[config.mk]
export PLATFORM = sky130hd
export DESIGN_NAME = alu_arbiter
export DESIGN_NICKNAME = d
export VERILOG_FILES = /design/src/rtl/alu_arbiter.sv
export SDC_FILE = /design/constraint.sdc
export NUM_CORES = 1
export LEC_CHECK = 0
export BUFFER_PORTS_ARGS = -buffer_cell sky130_fd_sc_hd__buf_2
export CAP_MARGIN = 20
export CORE_MARGIN = 10
export CORE_UTILIZATION = 45
export DETAILED_ROUTE_END_ITERATION = 8
export PLACE_DENSITY = 0.78
export SYNTH_ARGS = -nofsm -noshare
export SYNTH_HDL_FRONTEND = slang
export SYNTH_SLANG_ARGS = --single-unit
[constraint.sdc]
create_clock -name clk -period 12.6 [get_ports clk]
set_input_delay 0.63 -clock clk [delete_from_list [all_inputs] [get_ports clk]]
set_output_delay 0.63 -clock clk [all_outputs]
set_load 0.02 [all_outputs]
[src/rtl/alu_arbiter.sv]
// Two-requester round-robin front end to one shared ALU with a registered response slot.
// Build option: ALU_ARB_FIXED_PRIO_EN selects fixed priority (requester 0 wins).
module alu_arbiter #(
    parameter int WIDTH = 32
) (
    input  logic             clk,
    input  logic             reset_n,
    input  logic [1:0]       req_valid,
    output logic [1:0]       req_ready,
    input  logic [WIDTH-1:0] srca0,
    input  logic [WIDTH-1:0] srcb0,
    input  logic [2:0]       alucontrol0,
    input  logic [WIDTH-1:0] srca1,
    input  logic [WIDTH-1:0] srcb1,
    input  logic [2:0]       alucontrol1,
    output logic [1:0]       rsp_valid,
    input  logic [1:0]       rsp_ready,
    output logic [WIDTH-1:0] rsp_result,
    output logic             rsp_zero
);

    typedef enum logic {
        EMPTY = 1'b0,
        FULL  = 1'b1
    } state_t;

    state_t           state;
    state_t           state_nxt;
    logic             out_owner;
    logic [WIDTH-1:0] out_result;
    logic             out_zero;

    logic [1:0]       grant;
    logic             win;
    logic             slot_free;
    logic             consume;
    logic             accept;
    logic [WIDTH-1:0] a;
    logic [WIDTH-1:0] b;
    logic [2:0]       op;
    logic [WIDTH-1:0] alu_result;

`ifdef ALU_ARB_FIXED_PRIO_EN
    always_comb begin
        grant = 2'b00;
        if (req_valid[0])
            grant = 2'b01;
        else if (req_valid[1])
            grant = 2'b10;
    end
`else
    logic rr_last;

    // rr_last names the most recent winner; the other side wins contention
    always_comb begin
        grant = 2'b00;
        case (req_valid)
            2'b01:   grant = 2'b01;
            2'b10:   grant = 2'b10;
            2'b11:   grant = rr_last ? 2'b01 : 2'b10;
            default: grant = 2'b00;
        endcase
    end

    always_ff @(posedge clk or negedge reset_n) begin
        if (!reset_n)
            rr_last <= 1'b1;
        else if (accept)
            rr_last <= win;
    end
`endif

    assign win       = grant[1];
    assign consume   = (state == FULL) && rsp_ready[out_owner];
    assign slot_free = (state == EMPTY) || consume;
    assign req_ready = grant & {2{slot_free & reset_n}};
    assign accept    = |req_ready;

    assign a  = win ? srca1 : srca0;
    assign b  = win ? srcb1 : srcb0;
    assign op = win ? alucontrol1 : alucontrol0;

    always_comb begin
        alu_result = '0;
        case (op)
            3'b000:  alu_result = a & b;
            3'b001:  alu_result = a | b;
            3'b010:  alu_result = a + b;
            3'b110:  alu_result = a - b;
            3'b111:  alu_result[0] = (a < b);
            default: alu_result = '0;
        endcase
    end

    always_comb begin
        state_nxt = state;
        case (state)
            EMPTY: if (accept) state_nxt = FULL;
            FULL:  if (consume && !accept) state_nxt = EMPTY;
            default: state_nxt = EMPTY;
        endcase
    end

    always_ff @(posedge clk or negedge reset_n) begin
        if (!reset_n)
            state <= EMPTY;
        else
            state <= state_nxt;
    end

    // Slot payload only moves on acceptance, so backpressure holds it stable
    always_ff @(posedge clk or negedge reset_n) begin
        if (!reset_n) begin
            out_owner  <= 1'b0;
            out_result <= '0;
            out_zero   <= 1'b1;
        end else if (accept) begin
            out_owner  <= win;
            out_result <= alu_result;
            out_zero   <= (alu_result == '0);
        end
    end

    assign rsp_valid  = {(state == FULL) & out_owner,
                         (state == FULL) & ~out_owner};
    assign rsp_result = out_result;
    assign rsp_zero   = out_zero;

endmodule

==> results by group, run 1 <==
Drt
  • Drt drc: 0
  • Drt first pass iters: 5
  • Via density per instance: 5.87
  • Via count: 7,943
  • Wirelength, routed: 25.2 mm
  • Detailed-route wire length per cell: 18.6 µm
  • Antenna Nets Post-Route: 0
  • Initial DRC count: 763

Synth
  • Synthesized netlist cell count: 992
  • Adder-cell area share of the yosys netlist: 18.5%
  • Post-synth EDFFs: 0
  • Register area share after synthesis: 12.0%
  • Post-synth top cells: ha_1 (108), nor2_1 (99), inv_1 (97)
  • Multiplexer share of the synthesized area: 13.2%
  • Combinational family with the most area after synthesis: compound AO/OA/AOI/OAI gates
  • Number of distinct library cells after synthesis: 82
  • Simple-Gate Fraction of Synth Area: 18.5%
  • Net count after synthesis: 1,242
  • Syn. warnings: 0
  • Ys async rst share: 100%
  • Yosys top cell area share: 18.0%
  • Top post-synthesis cells by area: ha_1 (18%), dfrtp_1 (11%), mux2_2 (9.6%), nor2_1 (4.9%), a21oi_1 (4.9%)
  • Synth Area per Inst: 7.57 µm²
  • Flops & latches, synth: 36
  • Ys flop type: dfrtp_1
  • Top-count cell post-synth: ha_1
  • Leading area contributor after synthesis: ha_1
  • Complex-gate fraction of the synthesized area: 26.8%
  • Mapped Area: 7510 µm²
  • Xor/xnor share of the synthesized area: 3.26%

Clock network
  • Hold-fix buffers, CTS: 0
  • Inserted Clock Buffers: 5
  • Resized Gates After CTS: 0
  • Clock insertion delay at the later pin of the skew report: 0.28 ns
  • Post CTS Setup Buffer Count: 0
  • CTS Sinks: 36
  • Clock buffer depth: 2
  • Root buf cell: clkbuf_16
  • CTS tree: yes
  • CTS HTree Levels: 2
  • CTS clk-pin slew, worst paths: 0.06 ns

Finish
  • Area Overhead vs Synth: 15.5%
  • Register area: 903 µm²
  • Layout cells sized above 1: 25.4%
  • Filler Cell Count: 1,567
  • Nets: 1,382
  • Multi-input logic area: 6060 µm²
  • Ant diodes: 0

Placement
  • GPL Wtd Cong: 0.956
  • DP HPWL: 20.6 mm
  • Port Buffer Count: 176

Timing
  • FMAX: 163 MHz
  • Max-slew headroom: 32.8%
  • Crit path time final: 6.14 ns
  • Final Hold Viols: 0
  • Slew Limit Fails: 0
  • Setup_tns: 0 ns
  • Final setup vio count: 0
  • Worst-Margin Slew: 1.01 ns
  • RSZ-0062 raised after global routing: false
  • Fin crit share: 48.7%
  • Fin Clk Skew: 0.00537 ns

GRT
  • Vias in the first global route: 7,809
  • Initial antenna violation count: 0
  • Global-route wire length before repair: 39.9 mm
  • GRT Resource Usage Total: 21.6%
  • Largest net degree at the start of global routing: 77
  • Grt total ovfl: 0

Power
  • Power, Total: 1.21 mW
  • Pwr Density: 140 nW/µm²
  • P_leak: 4.25 nW
  • Worst vdd ir: 0.105 mV

Job
  • Number of max-cap violations: 0

Hold path
  • Class of the worst hold path: input pin to async pin

Floorplanning
  • Die Ht: 149 µm
  • FP Rows: 47
  • Die Wd: 149 µm
  • Initial Util: 45.6%
  • Die Area: 22,300 µm²
  • Core ar.: 16,500 µm²
  • Top-Level Pins: 177

Worst setup path
  • Endpoint class of the critical path: register
  • Setup CP Type: input pin to register
  • Worst path arrival time: 6.32 ns
  • Worst Path Max Fanout: 76
  • Crit path launch type: input pin
  • CP required: 12.78 ns

Outcome
  • Outcome: complete, no violations
worst paths after layout:
check | startpoint | end | slack (ns) | cells past startpoint
worst max-delay path | req_valid[1] | rsp_zero$_DFFE_PN1P_ | 6.46 | 18
worst min-delay path | reset_n | rsp_result[20]$_DFFE_PN0P_ | 0.45 | 1
worst max register to register | rr_last$_DFFE_PN1P_ | rsp_zero$_DFFE_PN1P_ | 6.59 | 17
worst min register to register | rsp_result[18]$_DFFE_PN0P_ | rsp_result[18]$_DFFE_PN0P_ | 0.47 | 2
max in group asynchronous | reset_n | rsp_result[29]$_DFFE_PN0P_ | 11.64 | 1
min in group clk | rsp_result[18]$_DFFE_PN0P_ | rsp_result[18]$_DFFE_PN0P_ | 0.47 | 2
flip-flops by register name, summed over array words and instances (netlist names):
signal      flops
rsp_result     32
state           1
rsp_zero        1
rr_last         1
out_owner       1
report_power, final:
part	internal (mW)	switching (mW)	total, mW
Clock	0.0786	0.0447	0.123
Combinational	0.340	0.556	0.896
Sequential	0.163	0.0315	0.195
Total	0.582	0.632	1.21
stage by stage:
stage,hold slack (ns),cell area (µm²),setup WS [ns],instances,utilization [%]
after CTS,0.471,8680,6.45,1353,52.7
final,0.454,8680,6.46,1353,52.7
after global placement,0.459,8530,6.26,1345,51.8
after global routing,0.500,8680,6.07,1353,52.7
after detailed placement,0.463,8530,6.15,1345,51.8
after floorplan,0.334,7510,7.21,992,-
per-layer routing:
| metal | track usage, % | wire length [µm] | vias to the layer above |
|---|---|---|---|
| li1 | - | - | 3842 |
| met1 | 28.2 | 11000 | 3648 |
| met2 | 35.0 | 11200 | 404 |
| met3 | 4.79 | 2340 | 49 |
| met4 | 5.54 | 648 | 0 |
| met5 | 0 | 0 | - |
logic make-up after synthesis:
logic type      Yosys count
xor+xnor                 28
mux                      91
simple gates            299
flops                    36
fa+ha+maj               110
compound gates          283
buf+inv                 145
cell type report:
class,instances,share of cell area (%)
Inverter,97,4.20
Clock inverter,1,0.0865
Timing Repair Buffer,181,10.6
Tap cell,220,3.17
Multi-Input combinational cell,811,69.9
Sequential cell,36,10.4
Clock buffer,7,1.64
layout by cell type, fill, tap and decap left out, drive strengths merged, types with 11 or more instances in the layout:
cell	synthesis	layout
nor3	19	19
a21oi	74	74
mux2i	26	26
nand2	91	91
a21o	18	18
o21ai	59	59
xnor2	22	22
dfrtp	34	34
a211oi	13	13
nor2b	12	12
ha	108	108
nand3	14	14
mux2	65	65
o221ai	11	11
buf	23	181
inv	97	97
nand4	13	13
nor2	100	100
a221oi	14	14
o21bai	12	12
critical path, cell delays in order:
cell and delay (ns):
buf_2 0.13, a21boi_4 0.53, buf_4 0.80, mux2_2 0.45
ha_1 0.26, fa_1 0.49, a211oi_2 0.36, o41ai_4 0.16
o31ai_1 0.52, o221ai_1 0.25, a21oi_1 0.22, xor2_1 0.17
o221ai_1 0.30, nor2_1 0.20, o2111a_1 0.20, and4_1 0.18
nand4_1 0.11, o41ai_2 0.33
Power figures use the tool's default switching activity.
==> run 2, diff against run 1 <==
Settings changed: ABC_AREA from default to 1, PLACE_DENSITY 0.78 to 0.76.
Clock period 12.6 ns to 6 ns, I/O delays scaled along.
==> results by group, run 2 <==
Worst setup path
  • Top cell by count, worst path: nand3_1
  • CP required: 6.22 ns (-6.56 ns)
  • Endpoint class of the critical path: register
  • Setup CP Type: register to register
  • Crit path cell chain: nand2_2 > nand2_4 > inv_2 > or2_2 > o21ai_0 > inv_1 > ha_1 > fa_1 > nand3_1 > nand3_1 > nand3_1 > nand3_1 > nor2_1 > nor2_1 > nand2_1 > nand2_1 > nor2_1 > nand2_1 > nor2_1 > nand3_1 > nor2_1 > nand3_1 > nand2_1
  • Crit path launch type: register
  • Reg2Reg Depth: 23 (+6)
  • Worst Path Max Fanout: 79 (+3.9%)
  • Crit path largest cell delay: 0.54 ns (-0.26 ns)
  • RR Endpoint: rsp_zero$_DFFE_PN1P_
  • R2r setup slk: 1.15 ns (-5.44 ns)
  • Worst path arrival time: 5.07 ns (-1.25 ns)
  • Worst flop-to-flop path startpoint: rr_last$_DFFE_PN1P_
  • Crit-path slowest cell: dfstp_2

Timing
  • RSZ-0062 raised after global routing: false
  • Crit path time final: 4.85 ns
  • Final Hold Viols: 0 (unchanged)
  • Fin crit share: 80.8%
  • Final setup vio count: 0 (unchanged)
  • Slew Limit Fails: 0 (unchanged)
  • FMAX: 206 MHz
  • Worst-Margin Slew: 0.935 ns (-0.0727 ns)
  • Fin Clk Skew: 0.00487 ns (-0.000497 ns)
  • Setup_tns: 0 ns (unchanged)
  • Max-slew headroom: 37.5% (+4.7 points)

Drt
  • Wirelength, routed: 34.3 mm (+36%)
  • Drt drc: 0 (unchanged)
  • Antenna Nets Post-Route: 0 (unchanged)
  • Via count: 10,700 (+34%)
  • Detailed-route wire length per cell: 16.2 µm (-13%)
  • Via density per instance: 5.05 (-14%)
  • Initial DRC count: 1,011 (+33%)
  • Drt first pass iters: 6 (+1)

Finish
  • Area Overhead vs Synth: 13.4%
  • Non-Filler Instances: 2,114 (+56%)
  • Fin util: 51.8% (-0.93 points)
  • Layout cells sized above 1: 12.5% (-13 points)
  • Nets: 2,098 (+52%)
  • Most common cell after layout, fill and taps aside: nand2_1
  • Ant diodes: 0 (unchanged)
  • Largest register FFs: 32 (unchanged)
  • Most frequent cells in the layout: nand2_1 (572), inv_1 (349), nor2_1 (197), buf_2 (176), nand3_1 (132)

Clock network
  • Hold-fix buffers, CTS: 0 (unchanged)
  • CTS Sinks: 36 (unchanged)
  • Post CTS Setup Buffer Count: 0 (unchanged)
  • Clock insertion delay at the later pin of the skew report: 0.28 ns (about the same)
  • Inserted Clock Buffers: 5 (unchanged)
  • Clock buffer depth: 2 (unchanged)
  • Root buf cell: clkbuf_16
  • CTS HTree Levels: 2 (unchanged)
  • CTS clk-pin slew, worst paths: 0.06 ns (about the same)
  • Resized Gates After CTS: 0 (unchanged)
  • CTS tree: yes

Synth
  • Yosys top cell area share: 24.2% (+6.3 points)
  • Register area share after synthesis: 10.2% (-1.8 points)
  • Net count after synthesis: 1,957 (+58%)
  • Top-count cell post-synth: nand2_1
  • Synthesized netlist cell count: 1,707 (+72%)
  • Synth Area per Inst: 5.19 µm² (-31%)
  • Top post-synthesis cells by area: nand2_1 (24%), ha_1 (15%), inv_1 (15%), dfrtp_1 (9.6%), nor2_1 (8.4%)
  • Syn. warnings: 0 (unchanged)
  • Mapped Area: 8860 µm² (+18%)
  • Ys flop type: dfrtp_1
  • Post-synth EDFFs: 0 (unchanged)
  • Number of distinct library cells after synthesis: 38 (-54%)
  • Leading area contributor after synthesis: nand2_1
  • Flops & latches, synth: 36 (unchanged)
  • Ys async rst share: 100% (unchanged)
  • Post-synth top cells: nand2_1 (572), inv_1 (349), nor2_1 (198)

Floorplanning
  • Die Ht: 160 µm (+7.4%)
  • FP Rows: 51 (+8.5%)
  • Initial Util: 45.7% (about the same)
  • Die Area: 25,700 µm² (+15%)
  • Die Wd: 160 µm (+7.4%)
  • Top-Level Pins: 177 (unchanged)
  • Core ar.: 19,400 µm² (+18%)

Power
  • Worst vdd ir: 0.130 mV (+24%)
  • P_leak: 6.42 nW (+51%)
  • Pwr Density: 329 nW/µm² (+140%)

GRT
  • Grt total ovfl: 0 (unchanged)
  • Global-route wire length before repair: 53.8 mm (+35%)
  • Largest net degree at the start of global routing: 80 (+3.9%)
  • Initial antenna violation count: 0 (unchanged)
  • Gr busiest metal: met2
  • GRT Resource Usage Total: 25.5% (+4.0 points)
  • Met1 Track Usage GR: 34.5% (+6.2 points)
  • GRT met2 Usage: 40.6% (+5.6 points)
  • Vias in the first global route: 10,200 (+30%)
  • Grt met3 use: 5.75% (+0.96 points)

Placement
  • Port Buffer Count: 176 (unchanged)
  • GPL Wtd Cong: 1.01 (+5.5%)
  • Placed cells: 2,106 (+57%)
  • DP HPWL: 29.2 mm (+41%)

Hold path
  • Class of the worst hold path: input pin to async pin

Job
  • Number of max-cap violations: 0 (unchanged)

Outcome
  • Outcome: complete, no violations
run 2: cell types whose count changed in the layout (fill, tap and decap cells not counted), sizes merged, moves of 18 or more:
cell	change
inv	+256
or2	+24
o21ai	+46
xnor2	-21
mux2	-65
nand2	+487
mux2i	-26
a21o	-18
nor2	+101
nand3	+119
run 2: worst max-delay path by stage:
| stage | from | end | cells past startpoint |
|---|---|---|---|
| after floorplan | rr_last$_DFFE_PN1P_ | rsp_zero$_DFFE_PN1P_ | 24 |
| after global placement | rr_last$_DFFE_PN1P_ | rsp_zero$_DFFE_PN1P_ | 23 |
| after detailed placement | rr_last$_DFFE_PN1P_ | rsp_zero$_DFFE_PN1P_ | 23 |
| after CTS | rr_last$_DFFE_PN1P_ | rsp_zero$_DFFE_PN1P_ | 23 |
| after global routing | rr_last$_DFFE_PN1P_ | rsp_zero$_DFFE_PN1P_ | 23 |
| final | rr_last$_DFFE_PN1P_ | rsp_zero$_DFFE_PN1P_ | 23 |
run 2: worst max-delay path: cells and delay by family, from the launching register on:
kind                       cells  cell delay [ns]
AOI/OAI and AO/OA              1             0.15
adders and majority gates      2             0.79
buffers and inverters          2             0.49
DFF                            1             0.54
and+or+nand+nor               18             2.85
run 2: cell type report:
cell class	instances	area, µm²
clock buffers	6	129
fillers	2211	9360
clock inverters	2	35.0
inverters	354	1330
flip-flops and latches	36	903
repair buffers	178	896
multi-input cells	1273	6410
well taps	265	332
run 2: power by group:
group	total (mW)	switching, mW	internal, mW
combinational	2.58	1.82	0.765
sequential	0.431	0.0698	0.361
clock	0.292	0.0962	0.195
total	3.30	1.98	1.32
run 2: metrics by stage:
step	setup WS [ns]	power, mW	hold WS [ns]	instance area [µm²]
6_report	1.15	3.30	0.118	10000
5_1_grt	0.621	3.63	0.181	10000
4_1_cts	1.13	3.25	0.137	10000
3_5_place_dp	1.15	2.95	0.436	9880
3_3_place_gp	1.17	2.94	0.424	9880
2_1_floorplan	2.56	2.16	0.00441	8860
run 2: cell families after synthesis:
| group | count (synthesis) | synth area share (%) |
|---|---|---|
| AO/OA/AOI/OAI | 185 | 10.9 |
| XOR/XNOR | 5 | 0.494 |
| adder cells (fa/ha/maj) | 110 | 15.7 |
| buffers and inverters | 398 | 17.4 |
| flip-flops | 36 | 10.2 |
| AND/OR/NAND/NOR | 973 | 45.3 |
run 2: metal layers:
layer	wire, µm	vias to the layer above
met2	14700	470
met3	3330	56
met4	754	0
met5	0	-
met1	15600	4690
li1	-	5450
